<file path="src/rtl/fifo_burst_reader.sv">
// fifo_burst_reader: read-side consumer for fifo_asy. Pops the FIFO in full
// bursts of BURST_LEN words, or in a short burst once data has waited
// TIMEOUT cycles. Words leave on a valid/ready stream through a 2-entry skid
// buffer, and m_last flags the final word of each burst.
module fifo_burst_reader #(
   parameter int DATA_BITS = 32,
   parameter int ADDR_BITS = 8,
   parameter int BURST_LEN = 16,
   parameter int TIMEOUT   = 64
) (
   input  logic                 clk,
   input  logic                 rst_n,
   output logic                 fifo_en,
   input  logic [DATA_BITS-1:0] fifo_data,
   input  logic                 fifo_empty,
   input  logic [ADDR_BITS-1:0] fifo_data_count,
   output logic                 m_valid,
   output logic [DATA_BITS-1:0] m_data,
   output logic                 m_last,
   input  logic                 m_ready,
   output logic                 busy
);

   // The timer is kept at least 1 bit wide so that TIMEOUT=0 still elaborates.
   // With TIMEOUT=0 it never advances and the short-burst trigger is disabled.
   localparam int TW = (TIMEOUT > 0) ? $clog2(TIMEOUT + 1) : 1;
   localparam logic [ADDR_BITS-1:0] BL    = ADDR_BITS'(BURST_LEN);
   localparam logic [TW-1:0]        T_MAX = (TIMEOUT > 0) ? TW'(TIMEOUT - 1) : '0;

   typedef enum logic {IDLE, BURST} state_t;

   state_t                state_q, state_d;
   logic [TW-1:0]         timer_q, timer_d;
   logic [ADDR_BITS-1:0]  remaining_q, remaining_d;
   logic [1:0]            occ_q, occ_d;
   logic [DATA_BITS-1:0]  b0_data_q, b0_data_d, b1_data_q, b1_data_d;
   logic                  b0_last_q, b0_last_d, b1_last_q, b1_last_d;

   logic full_trig, to_trig, out_pop, new_last;

   assign full_trig = (fifo_data_count >= BL);
   assign to_trig   = (TIMEOUT != 0) && !fifo_empty && (timer_q == T_MAX);

   // The pop is purely combinational and never looks at m_ready. The buffer
   // has two slots, so a pop issued at occupancy 1 always has room to land
   // even if the downstream stalls in the same cycle.
   assign fifo_en  = (state_q == BURST) && !fifo_empty && (occ_q != 2'd2) &&
                     (remaining_q != '0);
   assign new_last = (remaining_q == ADDR_BITS'(1));

   assign m_valid  = (occ_q != 2'd0);
   assign m_data   = b0_data_q;
   assign m_last   = b0_last_q;
   assign out_pop  = m_valid && m_ready;
   assign busy     = (state_q == BURST) || (occ_q != 2'd0);

   // Next state, idle timer and burst word budget.
   always_comb begin
      state_d     = state_q;
      timer_d     = timer_q;
      remaining_d = remaining_q;
      case (state_q)
         IDLE: begin
            if (full_trig) begin
               state_d     = BURST;
               remaining_d = BL;
               timer_d     = '0;
            end else if (to_trig) begin
               // The count is only a lower bound and can lag the empty flag,
               // so a zero reading still commits to at least one word.
               state_d     = BURST;
               remaining_d = (fifo_data_count == '0) ? ADDR_BITS'(1) : fifo_data_count;
               timer_d     = '0;
            end else if (fifo_empty) begin
               timer_d = '0;
            end else if ((fifo_data_count < BL) && (timer_q < T_MAX)) begin
               timer_d = timer_q + TW'(1);
            end
         end
         BURST: begin
            timer_d = '0;
            if (fifo_en) begin
               remaining_d = remaining_q - ADDR_BITS'(1);
               if (new_last) state_d = IDLE;
            end
         end
         default: state_d = IDLE;
      endcase
   end

   // Output buffer: slot 0 is the head; pushes land behind whatever remains
   // after this cycle's output pop, so a stalled head is never overwritten.
   always_comb begin
      occ_d     = occ_q;
      b0_data_d = b0_data_q;
      b0_last_d = b0_last_q;
      b1_data_d = b1_data_q;
      b1_last_d = b1_last_q;
      case ({fifo_en, out_pop})
         2'b10: begin
            if (occ_q == 2'd0) begin
               b0_data_d = fifo_data;
               b0_last_d = new_last;
            end else begin
               b1_data_d = fifo_data;
               b1_last_d = new_last;
            end
            occ_d = occ_q + 2'd1;
         end
         2'b01: begin
            b0_data_d = b1_data_q;
            b0_last_d = b1_last_q;
            occ_d     = occ_q - 2'd1;
         end
         2'b11: begin
            if (occ_q == 2'd1) begin
               b0_data_d = fifo_data;
               b0_last_d = new_last;
            end else begin
               b0_data_d = b1_data_q;
               b0_last_d = b1_last_q;
               b1_data_d = fifo_data;
               b1_last_d = new_last;
            end
         end
         default: ;
      endcase
   end

   // State registers; reset drops any buffered words.
   always_ff @(posedge clk or negedge rst_n) begin
      if (!rst_n) begin
         state_q     <= IDLE;
         timer_q     <= '0;
         remaining_q <= '0;
         occ_q       <= 2'd0;
         b0_data_q   <= '0;
         b0_last_q   <= 1'b0;
         b1_data_q   <= '0;
         b1_last_q   <= 1'b0;
      end else begin
         state_q     <= state_d;
         timer_q     <= timer_d;
         remaining_q <= remaining_d;
         occ_q       <= occ_d;
         b0_data_q   <= b0_data_d;
         b0_last_q   <= b0_last_d;
         b1_data_q   <= b1_data_d;
         b1_last_q   <= b1_last_d;
      end
   end

endmodule

</file>
<file path="config.mk">
export PLATFORM = sky130hd
export DESIGN_NAME = fifo_burst_reader
export DESIGN_NICKNAME = d
export VERILOG_FILES = /design/src/rtl/fifo_burst_reader.sv
export SDC_FILE = /design/constraint.sdc
export NUM_CORES = 1
export LEC_CHECK = 0
export BUFFER_PORTS_ARGS = -buffer_cell sky130_fd_sc_hd__buf_2
export CAP_MARGIN = 20
export CORE_UTILIZATION = 49
export CTS_BUF_LIST = sky130_fd_sc_hd__clkbuf_4 sky130_fd_sc_hd__clkbuf_8 sky130_fd_sc_hd__clkbuf_16
export DETAILED_ROUTE_END_ITERATION = 10
export PLACE_DENSITY = 0.75
export SLEW_MARGIN = 20
export SYNTH_ARGS = -nofsm -noshare
export SYNTH_HDL_FRONTEND = slang
export SYNTH_SLANG_ARGS = --single-unit
export TNS_END_PERCENT = 5
</file>
<file path="constraint.sdc">
create_clock -name clk -period 3.2 [get_ports clk]
set_input_delay 0.16 -clock clk [delete_from_list [all_inputs] [get_ports clk]]
set_output_delay 0.16 -clock clk [all_outputs]
set_load 0.005 [all_outputs]
</file>
==> impl_summary.txt, run 1 <==
----------------------------------------------------
[Status]
  Run status ... finished clean

[Global routing]
  Largest net degree at the start of global routing ... 85
  Tot GR Track Use ... 19.7%
  Vias in the first global route ... 2711
  Antenna violations before repair ... 0
  Global-route wire length before repair ... 12.8 mm
  GRT Residual Overflow ... 0

[Logic synthesis]
  Top-count cell post-synth ... sky130_fd_sc_hd__dfrtp_1
  Yosys top cell area share ... 53.1%
  Cell types with the largest area share after synthesis ... sky130_fd_sc_hd__dfrtp_1 (53%), sky130_fd_sc_hd__mux2_2 (16%), sky130_fd_sc_hd__a22o_1 (7.3%), sky130_fd_sc_hd__mux2_4 (3.8%), sky130_fd_sc_hd__ha_1 (2.8%)
  Synthesized netlist net count ... 354
  Most frequent cells after synthesis ... sky130_fd_sc_hd__dfrtp_1 (84), sky130_fd_sc_hd__mux2_2 (55), sky130_fd_sc_hd__a22o_1 (33)
  Seq cells post-synth ... 84
  Share of flip-flops with an asynchronous set or reset ... 100%
  Warnings, synthesis ... 0
  Part of the Yosys area used for sequential elements ... 53.1%
  Post-synthesis instance area ... 3960 um^2
  Cell variety after synth ... 45
  Average footprint of a synthesized cell ... 13.2 um^2
  Gate count of the mapped netlist ... 301
  Predominant post-synthesis flop cell ... sky130_fd_sc_hd__dfrtp_1
  Cell accounting for the most synthesized area ... sky130_fd_sc_hd__dfrtp_1
  Number of enable flip-flop cells after synthesis ... 0

[Critical path]
  Reg-to-reg slack, setup ... 0.17 ns
  Arrival time of data at the critical path endpoint ... 3.27 ns
  Start of the worst register-to-register path ... remaining_q[1]$_DFFE_PN0P_
  Worst Path Required ... 3.44 ns
  Beginning of the critical path ... remaining_q[1]$_DFFE_PN0P_
  Critical Setup Path Class ... reg2reg
  Max FO, Critical Path ... 33
  Reg2Reg Depth ... 11
  R2R Path End ... m_data[29]$_DFFE_PN0P_
  Startpoint type of the worst setup path ... register
  Setup crit end kind ... register

[Hold path]
  Worst hold path cell count ... 2
  Hold-critical path endpoint ... b1_data_q[15]$_DFFE_PN0P_
  Type of the most critical hold path ... in2reg
  Hold path start ... fifo_data[15]

[Clock tree]
  CTS sink cnt ... 84
  Clock-pin slew on the worst setup and hold paths ... 0.09 ns
  Clock network latency to the later pin of the worst-skew pair ... 0.36 ns
  Number of H-tree levels ... 3
  Number of post-CTS setup repair buffers ... 0
  Maximum buffer depth of the clock tree ... 2
  CTS Buf Count ... 9
  TritonCTS clock tree ... done
  Root cell of the clock tree ... sky130_fd_sc_hd__clkbuf_8

[Die]
  Number of placement rows ... 32
  Die boundary height ... 91.9 um
  DIE WIDTH ... 91.9 um
  Number of top-level pins ... 80
  Die ar. ... 8450 um^2
  Starting density of the core ... 51.0%
  Core area ... 7770 um^2

[Cells and area]
  Fraction of final layout cells sized beyond drive strength 1 ... 44.0%
  Util after Layout ... 60.0%
  Post-layout nets ... 435
  Layout-stage area growth over the synthesis result ... 17.6%
  Number of fillers in the final layout ... 641
  Finished layout cell area ... 4660 um^2
  Count of antenna diodes in the layout ... 0
  Fin cells ... 488

[Place]
  Cell Count Post-Placement ... 472
  Post-DP HPWL ... 5.13 mm
  RD Place Congestion ... 0.862
  Placed Area ... 4470 um^2
  Count of port buffers added during placement ... 79

[Drt]
  Residual DRC ... 0
  Post-route ant nets ... 0
  Vias per cell ... 5.58
  WL per Instance ... 15.7 um
  Number of iterations in the first detailed-routing pass ... 4
  Detailed-route wire length ... 7.66 mm
  Drt initial violations ... 132
  DR vias ... 2724

[Timing]
  Setup violation total in the final timing report ... 0
  Slew Viols, Final ... 0
  Share of the clock period used by the worst path after layout ... 94.7%
  Slew HR ... 41.3%
  Top achievable clock speed ... 0.330 GHz
  Total negative setup slack ... 0 ns
  Worst hold slack ... 0.0462 ns
  Worst Skew ... 0.0112 ns
  Count of endpoints failing hold in the final timing report ... 0
  Minimum clock period after layout ... 3.03 ns
  Unrepaired setup endpoints after global routing ... false
  Transition at the pin with the smallest max-transition slack ... 0.872 ns

[Pwr]
  Ratio of total power to cell area ... 946 nW/um^2
  Maximum vdd drop ... 489 uV
  Leakage power summed over all cells ... 2.20 nW

[Flow run]
  Max-cap viol count ... 0

----------------------------------------------------
==> metal layers <==
metal  routed length (um)  vias to the layer above  GRT usage, %
li1                     -                     1277             -
met1                 3370                     1364          25.1
met2                 3780                       66          32.2
met3                  306                       17          3.90
met4                  204                        0          9.38
met5                    0                        -             0
==> worst max path at each step <==
stage | endpoint | cells after the start
after floorplan | b1_data_q[18]$_DFFE_PN0P_ | 11
after global placement | m_data[10]$_DFFE_PN0P_ | 11
after detailed placement | m_data[29]$_DFFE_PN0P_ | 11
after CTS | m_data[29]$_DFFE_PN0P_ | 11
after global routing | m_data[29]$_DFFE_PN0P_ | 11
final | m_data[29]$_DFFE_PN0P_ | 11
==> final cells by class <==
class                   count  area (um^2)  share of cell area (%)
clock buffers               9          124                    2.66
clock inverters             6         50.0                    1.07
inverters                  11         43.8                   0.940
multi-input cells         192         1740                    37.4
flip-flops and latches     84         2100                    45.1
well taps                 102          128                    2.74
repair buffers             84          470                    10.1
==> worst max-delay path, cell delays in order, from the launching register on <==
cell                       delay [ns]
sky130_fd_sc_hd__dfrtp_1         0.41
sky130_fd_sc_hd__inv_1           0.13
sky130_fd_sc_hd__ha_1            0.20
sky130_fd_sc_hd__or3b_2          0.52
sky130_fd_sc_hd__o211ai_4        0.27
sky130_fd_sc_hd__inv_4           0.12
sky130_fd_sc_hd__ha_1            0.26
sky130_fd_sc_hd__nor2b_1         0.14
sky130_fd_sc_hd__o21a_1          0.18
sky130_fd_sc_hd__buf_6           0.20
sky130_fd_sc_hd__a22o_1          0.21
sky130_fd_sc_hd__mux2_4          0.27
==> per-stage QoR <==
step / total power [mW] / setup WS [ns]
6_report: 4.41 / 0.170
5_1_grt: 4.72 / 0.00945
4_1_cts: 4.45 / 0.0910
3_5_place_dp: 3.77 / 0.134
3_3_place_gp: 3.69 / 0.220
2_1_floorplan: 3.20 / 0.163
==> power by group <==
part / internal (mW) / switching (mW) / total, mW
Combinational: 1.09 / 0.820 / 1.91
Sequential: 1.54 / 0.286 / 1.83
Clock: 0.284 / 0.389 / 0.672
Total: 2.91 / 1.49 / 4.41
==> repair_timing <==
| action | in CTS | in global routing |
|---|---|---|
| gates resized for setup | 0 | 2 |
| endpoints found under the setup margin | 0 | 33 |
| endpoints found under the hold margin | 0 | 84 |
| hold buffers | 0 | 1 |
==> registers in the layout, indices dropped and copies added, names as in the netlist <==
signal,count
b1_data_q,32
b1_last_q,1
m_data,32
m_last,1
occ_q,2
remaining_q,8
state_q,1
timer_q,7
==> layout by cell type (no fill, tap or decap), types with 2 or more instances in the layout <==
master,count
sky130_fd_sc_hd__inv_1,10
sky130_fd_sc_hd__a21oi_1,2
sky130_fd_sc_hd__a31oi_1,3
sky130_fd_sc_hd__buf_12,2
sky130_fd_sc_hd__o22ai_1,3
sky130_fd_sc_hd__clkbuf_8,9
sky130_fd_sc_hd__mux2i_1,4
sky130_fd_sc_hd__mux2_2,55
sky130_fd_sc_hd__a22o_1,33
sky130_fd_sc_hd__buf_2,78
sky130_fd_sc_hd__nand2_1,7
sky130_fd_sc_hd__clkinvlp_4,2
sky130_fd_sc_hd__nor3_1,6
sky130_fd_sc_hd__nand3_1,4
sky130_fd_sc_hd__a211oi_1,2
sky130_fd_sc_hd__nand4b_1,2
sky130_fd_sc_hd__mux2_4,10
sky130_fd_sc_hd__o21ai_0,4
sky130_fd_sc_hd__buf_6,2
sky130_fd_sc_hd__nor2_1,13
sky130_fd_sc_hd__and2_1,2
sky130_fd_sc_hd__dfrtp_1,83
sky130_fd_sc_hd__nand2b_1,3
sky130_fd_sc_hd__ha_1,9
sky130_fd_sc_hd__clkinv_4,3
sky130_fd_sc_hd__o2bb2ai_1,3
sky130_fd_sc_hd__xnor2_1,5
sky130_fd_sc_hd__nor4_1,2
==> cells by family after synthesis <==
family / after synthesis / synth area share [%]
XOR/XNOR: 6 / 1.33
flip-flops: 84 / 53.1
AND/OR/NAND/NOR: 46 / 6.19
multiplexers: 69 / 20.4
adder cells (fa/ha/maj): 9 / 2.84
buffers and inverters: 25 / 3.00
AO/OA/AOI/OAI: 62 / 13.1
Note: power is estimated with default switching activity, not from simulation.
==> run 2, diff against run 1 <==
--- a/config.mk
+++ b/config.mk
@@ -7,10 +7,9 @@
 export LEC_CHECK = 0
 export BUFFER_PORTS_ARGS = -buffer_cell sky130_fd_sc_hd__buf_2
 export CAP_MARGIN = 20
-export CORE_UTILIZATION = 49
+export CORE_UTILIZATION = 40
 export CTS_BUF_LIST = sky130_fd_sc_hd__clkbuf_4 sky130_fd_sc_hd__clkbuf_8 sky130_fd_sc_hd__clkbuf_16
 export DETAILED_ROUTE_END_ITERATION = 10
-export PLACE_DENSITY = 0.75
 export SLEW_MARGIN = 20
 export SYNTH_ARGS = -nofsm -noshare
 export SYNTH_HDL_FRONTEND = slang
==> impl_summary.txt, run 2 (same netlist as run 1, synthesis figures left out) <==
----------------------------------------------------
[Status]
  Run status ... finished clean (unchanged)

[Die]
  Core area ... 9420 um^2 (was 7770 um^2)
  Number of placement rows ... 35 (was 32)
  Number of top-level pins ... 80 (unchanged)
  Starting density of the core ... 42.1% (was 51.0%)
  DIE WIDTH ... 102 um (was 91.9 um)
  Die ar. ... 10300 um^2 (was 8450 um^2)
  Die boundary height ... 102 um (was 91.9 um)

[Place]
  RD Place Congestion ... 0.872 (was 0.862)
  Count of port buffers added during placement ... 79 (unchanged)
  Post-DP HPWL ... 5.20 mm (was 5.13 mm)

[Clock tree]
  Root cell of the clock tree ... sky130_fd_sc_hd__clkbuf_8 (unchanged)
  Maximum buffer depth of the clock tree ... 2 (unchanged)
  Number of H-tree levels ... 3 (unchanged)
  CTS Buf Count ... 9 (unchanged)
  CTS sink cnt ... 84 (unchanged)
  TritonCTS clock tree ... done (unchanged)
  Clock-pin slew on the worst setup and hold paths ... 0.10 ns (was 0.09 ns)
  Clock network latency to the later pin of the worst-skew pair ... 0.36 ns (about the same)

[Drt]
  Detailed-route wire length ... 8.09 mm (was 7.66 mm)
  WL per Instance ... 15.6 um (was 15.7 um)
  Drt initial violations ... 81 (was 132)
  Vias per cell ... 5.16 (was 5.58)
  Number of iterations in the first detailed-routing pass ... 4 (unchanged)
  Residual DRC ... 0 (unchanged)
  DR vias ... 2678 (was 2724)
  Post-route ant nets ... 0 (unchanged)

[Cells and area]
  Most common cell after layout, fill and taps aside ... sky130_fd_sc_hd__dfrtp_1 (unchanged)
  Area of all sequential standard cells ... 2100 um^2 (about the same)
  Highest-count cells in the layout ignoring fill and taps ... sky130_fd_sc_hd__dfrtp_1 (84), sky130_fd_sc_hd__buf_2 (78), sky130_fd_sc_hd__mux2_2 (55) (was sky130_fd_sc_hd__dfrtp_1 (83), sky130_fd_sc_hd__buf_2 (78), sky130_fd_sc_hd__mux2_2 (55))
  Layout-stage area growth over the synthesis result ... 19.4% (was 17.6%)
  Count of antenna diodes in the layout ... 0 (unchanged)
  Number of fillers in the final layout ... 876 (was 641)
  Util after Layout ... 50.2% (was 60.0%)
  Fraction of final layout cells sized beyond drive strength 1 ... 44.4% (was 44.0%)
  Post-layout nets ... 438 (was 435)
  Total area of multi-input combinational cells ... 1740 um^2 (unchanged)

[Global routing]
  Antenna violations before repair ... 0 (unchanged)
  Global-route wire length before repair ... 13.4 mm (was 12.8 mm)
  Tot GR Track Use ... 17.2% (was 19.7%)
  Vias in the first global route ... 2754 (was 2711)
  GRT Residual Overflow ... 0 (unchanged)
  Largest net degree at the start of global routing ... 85 (unchanged)

[Pwr]
  Ratio of total power to cell area ... 955 nW/um^2 (was 946 nW/um^2)
  Maximum vdd drop ... 366 uV (was 489 uV)
  Leakage power summed over all cells ... 2.23 nW (was 2.20 nW)

[Critical path]
  Max FO, Critical Path ... 33 (unchanged)
  Startpoint type of the worst setup path ... register (unchanged)
  Worst Path Required ... 3.44 ns (about the same)
  Critical Setup Path Class ... reg2reg (unchanged)
  Setup crit end kind ... register (unchanged)
  Arrival time of data at the critical path endpoint ... 3.23 ns (was 3.27 ns)

[Timing]
  Slew Viols, Final ... 0 (unchanged)
  Slew HR ... 43.2% (was 41.3%)
  Setup violation total in the final timing report ... 0 (unchanged)
  Top achievable clock speed ... 0.334 GHz (was 0.330 GHz)
  Unrepaired setup endpoints after global routing ... false (unchanged)
  Count of endpoints failing hold in the final timing report ... 0 (unchanged)
  Transition at the pin with the smallest max-transition slack ... 0.844 ns (was 0.872 ns)
  Worst Skew ... 0.0120 ns (was 0.0112 ns)
  Minimum clock period after layout ... 2.99 ns (was 3.03 ns)
  Total negative setup slack ... 0 ns (unchanged)
  Share of the clock period used by the worst path after layout ... 93.6% (was 94.7%)

[Flow run]
  Max-cap viol count ... 0 (unchanged)

[Hold path]
  Type of the most critical hold path ... in2reg (unchanged)

----------------------------------------------------
==> run 2: changes by cell type in the layout (fill, tap and decap cells not counted), sizes merged <==
cell      change
clkinvlp      -1
clkbuf        +1
buf           +3
clkinv        -2
bufinv        +1
inv           +2
==> run 2: per-stage QoR <==
stage	setup WS [ns]	hold WS (ns)	power, mW	cell area (um^2)	instances
3_3_place_gp	0.205	0.409	3.71	4500	500
4_1_cts	0.0724	0.0210	4.57	4700	516
2_1_floorplan	0.163	-0.136	3.20	3960	301
3_5_place_dp	0.129	0.413	3.77	4500	500
6_report	0.206	0.0418	4.52	4730	519
5_1_grt	0.0429	0.0184	4.86	4730	519
==> run 2: cell type report <==
cell class              count  share of cell area, %
flip-flops and latches     84                   44.4
multi-input cells         192                   36.8
repair buffers             87                   10.2
well taps                 129                   3.41
clock buffers              10                   2.78
clock inverters             6                   1.51
inverters                  11                  0.926
==> run 2: critical path: stages (launching register included) <==
cell and delay, ns:
sky130_fd_sc_hd__dfrtp_1 0.44, sky130_fd_sc_hd__inv_1 0.10, sky130_fd_sc_hd__ha_1 0.19, sky130_fd_sc_hd__or3b_2 0.52
sky130_fd_sc_hd__o211ai_4 0.25, sky130_fd_sc_hd__inv_4 0.11, sky130_fd_sc_hd__ha_1 0.25, sky130_fd_sc_hd__nor2b_1 0.14
sky130_fd_sc_hd__o21a_1 0.19, sky130_fd_sc_hd__buf_6 0.21, sky130_fd_sc_hd__a22o_1 0.21, sky130_fd_sc_hd__mux2_4 0.26
==> run 2: power by group <==
| group | internal, mW | total (mW) | switching (mW) |
|---|---|---|---|
| logic | 1.09 | 1.91 | 0.819 |
| clock network | 0.379 | 0.785 | 0.406 |
| registers | 1.54 | 1.83 | 0.286 |
==> run 2: path summary, 6_finish.rpt <==
check / from / end / slack (ns) / cells past startpoint
worst max register to register: remaining_q[0]$_DFFE_PN0P_ / m_data[25]$_DFFE_PN0P_ / 0.21 / 11
max in group asynchronous: rst_n / m_last$_DFFE_PN0P_ / 2.22 / 2
min in group asynchronous: rst_n / remaining_q[2]$_DFFE_PN0P_ / 0.38 / 2
worst max-delay path: remaining_q[0]$_DFFE_PN0P_ / m_data[25]$_DFFE_PN0P_ / 0.21 / 11
worst min-delay path: fifo_data[2] / b1_data_q[2]$_DFFE_PN0P_ / 0.04 / 2
worst min register to register: m_data[1]$_DFFE_PN0P_ / m_data[1]$_DFFE_PN0P_ / 0.51 / 1
==> run 2: what timing repair did <==
action | in CTS | in global routing
hold buffers | 0 | 1
endpoints found under the hold margin | 0 | 84
gates resized for setup | 0 | 1
setup endpoints to repair | 0 | 33
buffers inserted | 0 | 2
==> run 2: metal layers <==
| metal | share of wire, % | routed length (um) | GRT usage, % |
|---|---|---|---|
| met2 | 49 | 3940 | 28.8 |
| met5 | 0 | 0 | 0 |
| met3 | 4.9 | 393 | 5.59 |
| met4 | 1.7 | 136 | 6.13 |
| met1 | 45 | 3620 | 20.8 |
==> run 3, diff against run 2 <==
==> constraint.sdc (replaced) <==
create_clock -name clk -period 3.05 [get_ports clk]
set_input_delay 0.1525 -clock clk [delete_from_list [all_inputs] [get_ports clk]]
set_output_delay 0.1525 -clock clk [all_outputs]
set_load 0.005 [all_outputs]
==> impl_summary.txt, run 3 (same netlist as run 1, synthesis figures left out) <==
----------------------------------------------------
[Die]
  Die boundary height ... 102 um (unchanged)
  Core area ... 9420 um^2 (unchanged)
  Number of placement rows ... 35 (unchanged)
  DIE WIDTH ... 102 um (unchanged)
  Number of top-level pins ... 80 (unchanged)
  Die ar. ... 10300 um^2 (unchanged)
  Starting density of the core ... 42.1% (unchanged)

[Critical path]
  Arrival time of data at the critical path endpoint ... 3.15 ns (was 3.23 ns)
  R2R Path End ... m_data[11]$_DFFE_PN0P_ (was m_data[25]$_DFFE_PN0P_)
  Start of the worst register-to-register path ... remaining_q[1]$_DFFE_PN0P_ (was remaining_q[0]$_DFFE_PN0P_)
  Reg2Reg Depth ... 11 (unchanged)
  Critical Setup Path Class ... reg2reg (unchanged)
  Reg-to-reg slack, setup ... 0.14 ns (was 0.21 ns)
  Max FO, Critical Path ... 33 (unchanged)
  Worst Path Required ... 3.29 ns (was 3.44 ns)
  Setup crit end kind ... register (unchanged)
  Startpoint type of the worst setup path ... register (unchanged)

[Drt]
  Number of iterations in the first detailed-routing pass ... 4 (unchanged)
  DR vias ... 2718 (was 2678)
  Detailed-route wire length ... 8.06 mm (was 8.09 mm)
  Drt initial violations ... 70 (was 81)
  WL per Instance ... 15.5 um (was 15.6 um)
  Vias per cell ... 5.24 (was 5.16)
  Post-route ant nets ... 0 (unchanged)
  Residual DRC ... 0 (unchanged)

[Clock tree]
  Root cell of the clock tree ... sky130_fd_sc_hd__clkbuf_8 (unchanged)
  Maximum buffer depth of the clock tree ... 2 (unchanged)
  Clock network latency to the later pin of the worst-skew pair ... 0.36 ns (about the same)
  CTS Buf Count ... 9 (unchanged)
  Clock-pin slew on the worst setup and hold paths ... 0.09 ns (was 0.10 ns)
  TritonCTS clock tree ... done (unchanged)
  Number of post-CTS setup repair buffers ... 0 (unchanged)
  CTS sink cnt ... 84 (unchanged)
  Number of H-tree levels ... 3 (unchanged)

[Cells and area]
  Fraction of final layout cells sized beyond drive strength 1 ... 44.4% (unchanged)
  Layout-stage area growth over the synthesis result ... 19.8% (was 19.4%)
  Post-layout nets ... 438 (unchanged)
  Highest-count cells in the layout ignoring fill and taps ... sky130_fd_sc_hd__dfrtp_1 (84), sky130_fd_sc_hd__buf_2 (78), sky130_fd_sc_hd__mux2_2 (55) (unchanged)
  Most common cell after layout, fill and taps aside ... sky130_fd_sc_hd__dfrtp_1 (unchanged)
  Count of antenna diodes in the layout ... 0 (unchanged)
  Util after Layout ... 50.4% (was 50.2%)

[Status]
  Run status ... finished clean (unchanged)

[Global routing]
  Tot GR Track Use ... 16.8% (was 17.2%)
  Antenna violations before repair ... 0 (unchanged)
  Global-route wire length before repair ... 13.2 mm (was 13.4 mm)
  GRT Residual Overflow ... 0 (unchanged)
  Largest net degree at the start of global routing ... 85 (unchanged)
  Vias in the first global route ... 2661 (was 2754)

[Pwr]
  Leakage power summed over all cells ... 2.23 nW (about the same)
  Maximum vdd drop ... 393 uV (was 366 uV)
  Ratio of total power to cell area ... 999 nW/um^2 (was 955 nW/um^2)

[Timing]
  Share of the clock period used by the worst path after layout ... 95.4% (was 93.6%)
  Setup violation total in the final timing report ... 0 (unchanged)
  Worst Skew ... 0.0133 ns (was 0.0120 ns)
  Slew Viols, Final ... 0 (unchanged)
  Unrepaired setup endpoints after global routing ... false (unchanged)
  Slew HR ... 48.7% (was 43.2%)
  Top achievable clock speed ... 0.344 GHz (was 0.334 GHz)
  Minimum clock period after layout ... 2.91 ns (was 2.99 ns)
  Count of endpoints failing hold in the final timing report ... 0 (unchanged)
  Transition at the pin with the smallest max-transition slack ... 0.770 ns (was 0.844 ns)
  Total negative setup slack ... 0 ns (unchanged)

[Place]
  Count of port buffers added during placement ... 79 (unchanged)
  Post-DP HPWL ... 5.31 mm (was 5.20 mm)
  RD Place Congestion ... 0.828 (was 0.872)

[Hold path]
  Hold-critical path endpoint ... b1_data_q[13]$_DFFE_PN0P_ (was b1_data_q[2]$_DFFE_PN0P_)
  Worst hold path cell count ... 2 (unchanged)
  Type of the most critical hold path ... in2reg (unchanged)
  Hold path start ... fifo_data[13] (was fifo_data[2])

[Flow run]
  Max-cap viol count ... 0 (unchanged)

----------------------------------------------------
## run 3: cell count changes in the layout (fill, tap and decap cells not counted), sizes merged
| cell | previous run | this run |
|---|---|---|
| inv | 14 | 12 |
| clkinv | 1 | 2 |
| clkinvlp | 1 | 2 |
## run 3: layout make-up
| cell class | count | area [um^2] |
|---|---|---|
| clock buffers | 10 | 131 |
| clock inverters | 6 | 63.8 |
| fillers | 842 | 4670 |
| inverters | 11 | 43.8 |
| multi-input cells | 192 | 1740 |
| flip-flops and latches | 84 | 2100 |
| well taps | 129 | 161 |
| repair buffers | 87 | 502 |
## run 3: power by group
group | switching [mW] | internal (mW) | total, mW
Sequential | 0.285 | 1.62 | 1.90
Clock | 0.419 | 0.388 | 0.807
Combinational | 0.872 | 1.16 | 2.03
Total | 1.58 | 3.17 | 4.74
## run 3: how the worst max path moves through the flow
stage / endpoint / from / slack (ns)
3_3_place_gp: m_data[3]$_DFFE_PN0P_ / remaining_q[1]$_DFFE_PN0P_ / 0.24
2_1_floorplan: b1_data_q[18]$_DFFE_PN0P_ / remaining_q[0]$_DFFE_PN0P_ / 0.01
4_1_cts: m_data[30]$_DFFE_PN0P_ / remaining_q[1]$_DFFE_PN0P_ / 0.15
6_report: m_data[11]$_DFFE_PN0P_ / remaining_q[1]$_DFFE_PN0P_ / 0.14
5_1_grt: m_data[30]$_DFFE_PN0P_ / remaining_q[1]$_DFFE_PN0P_ / 0.02
3_5_place_dp: m_data[19]$_DFFE_PN0P_ / remaining_q[1]$_DFFE_PN0P_ / 0.16
## run 3: repair_timing
action,in CTS,in global routing
resized for setup,0,0
hold buffers,0,1
endpoints found under the hold margin,0,84
## run 3: per-layer routing
metal / wire (um) / GRT usage [%] / share of wire, % / vias to the layer above
li1: - / - / - / 1286
met4: 118 / 6.24 / 1.5 / 0
met3: 382 / 4.83 / 4.7 / 14
met5: 0 / 0 / 0 / -
met2: 3820 / 26.8 / 47 / 52
met1: 3750 / 21.8 / 46 / 1366
## run 3: per-stage QoR
| step | cells | area (um^2) | hold WS, ns | power (mW) | setup slack [ns] |
|---|---|---|---|---|---|
| floorplan | 301 | 3960 | -0.143 | 3.35 | 0.0131 |
| global placement | 502 | 4540 | 0.402 | 3.92 | 0.239 |
| detailed placement | 502 | 4540 | 0.407 | 3.99 | 0.156 |
| CTS | 518 | 4730 | 0.0223 | 4.81 | 0.145 |
| global route | 519 | 4740 | 0.0177 | 5.08 | 0.0196 |
| finish | 519 | 4740 | 0.0392 | 4.74 | 0.139 |
## run 3: critical path, stage by stage, from the launching register on
cell and delay, ns:
sky130_fd_sc_hd__dfrtp_1 0.40, sky130_fd_sc_hd__inv_1 0.11, sky130_fd_sc_hd__ha_1 0.20, sky130_fd_sc_hd__or3b_2 0.52, sky130_fd_sc_hd__o211ai_4 0.24, sky130_fd_sc_hd__inv_4 0.10
sky130_fd_sc_hd__ha_1 0.25, sky130_fd_sc_hd__nor2b_1 0.14, sky130_fd_sc_hd__o21a_1 0.20, sky130_fd_sc_hd__buf_12 0.18, sky130_fd_sc_hd__a22o_1 0.19, sky130_fd_sc_hd__mux2_2 0.25
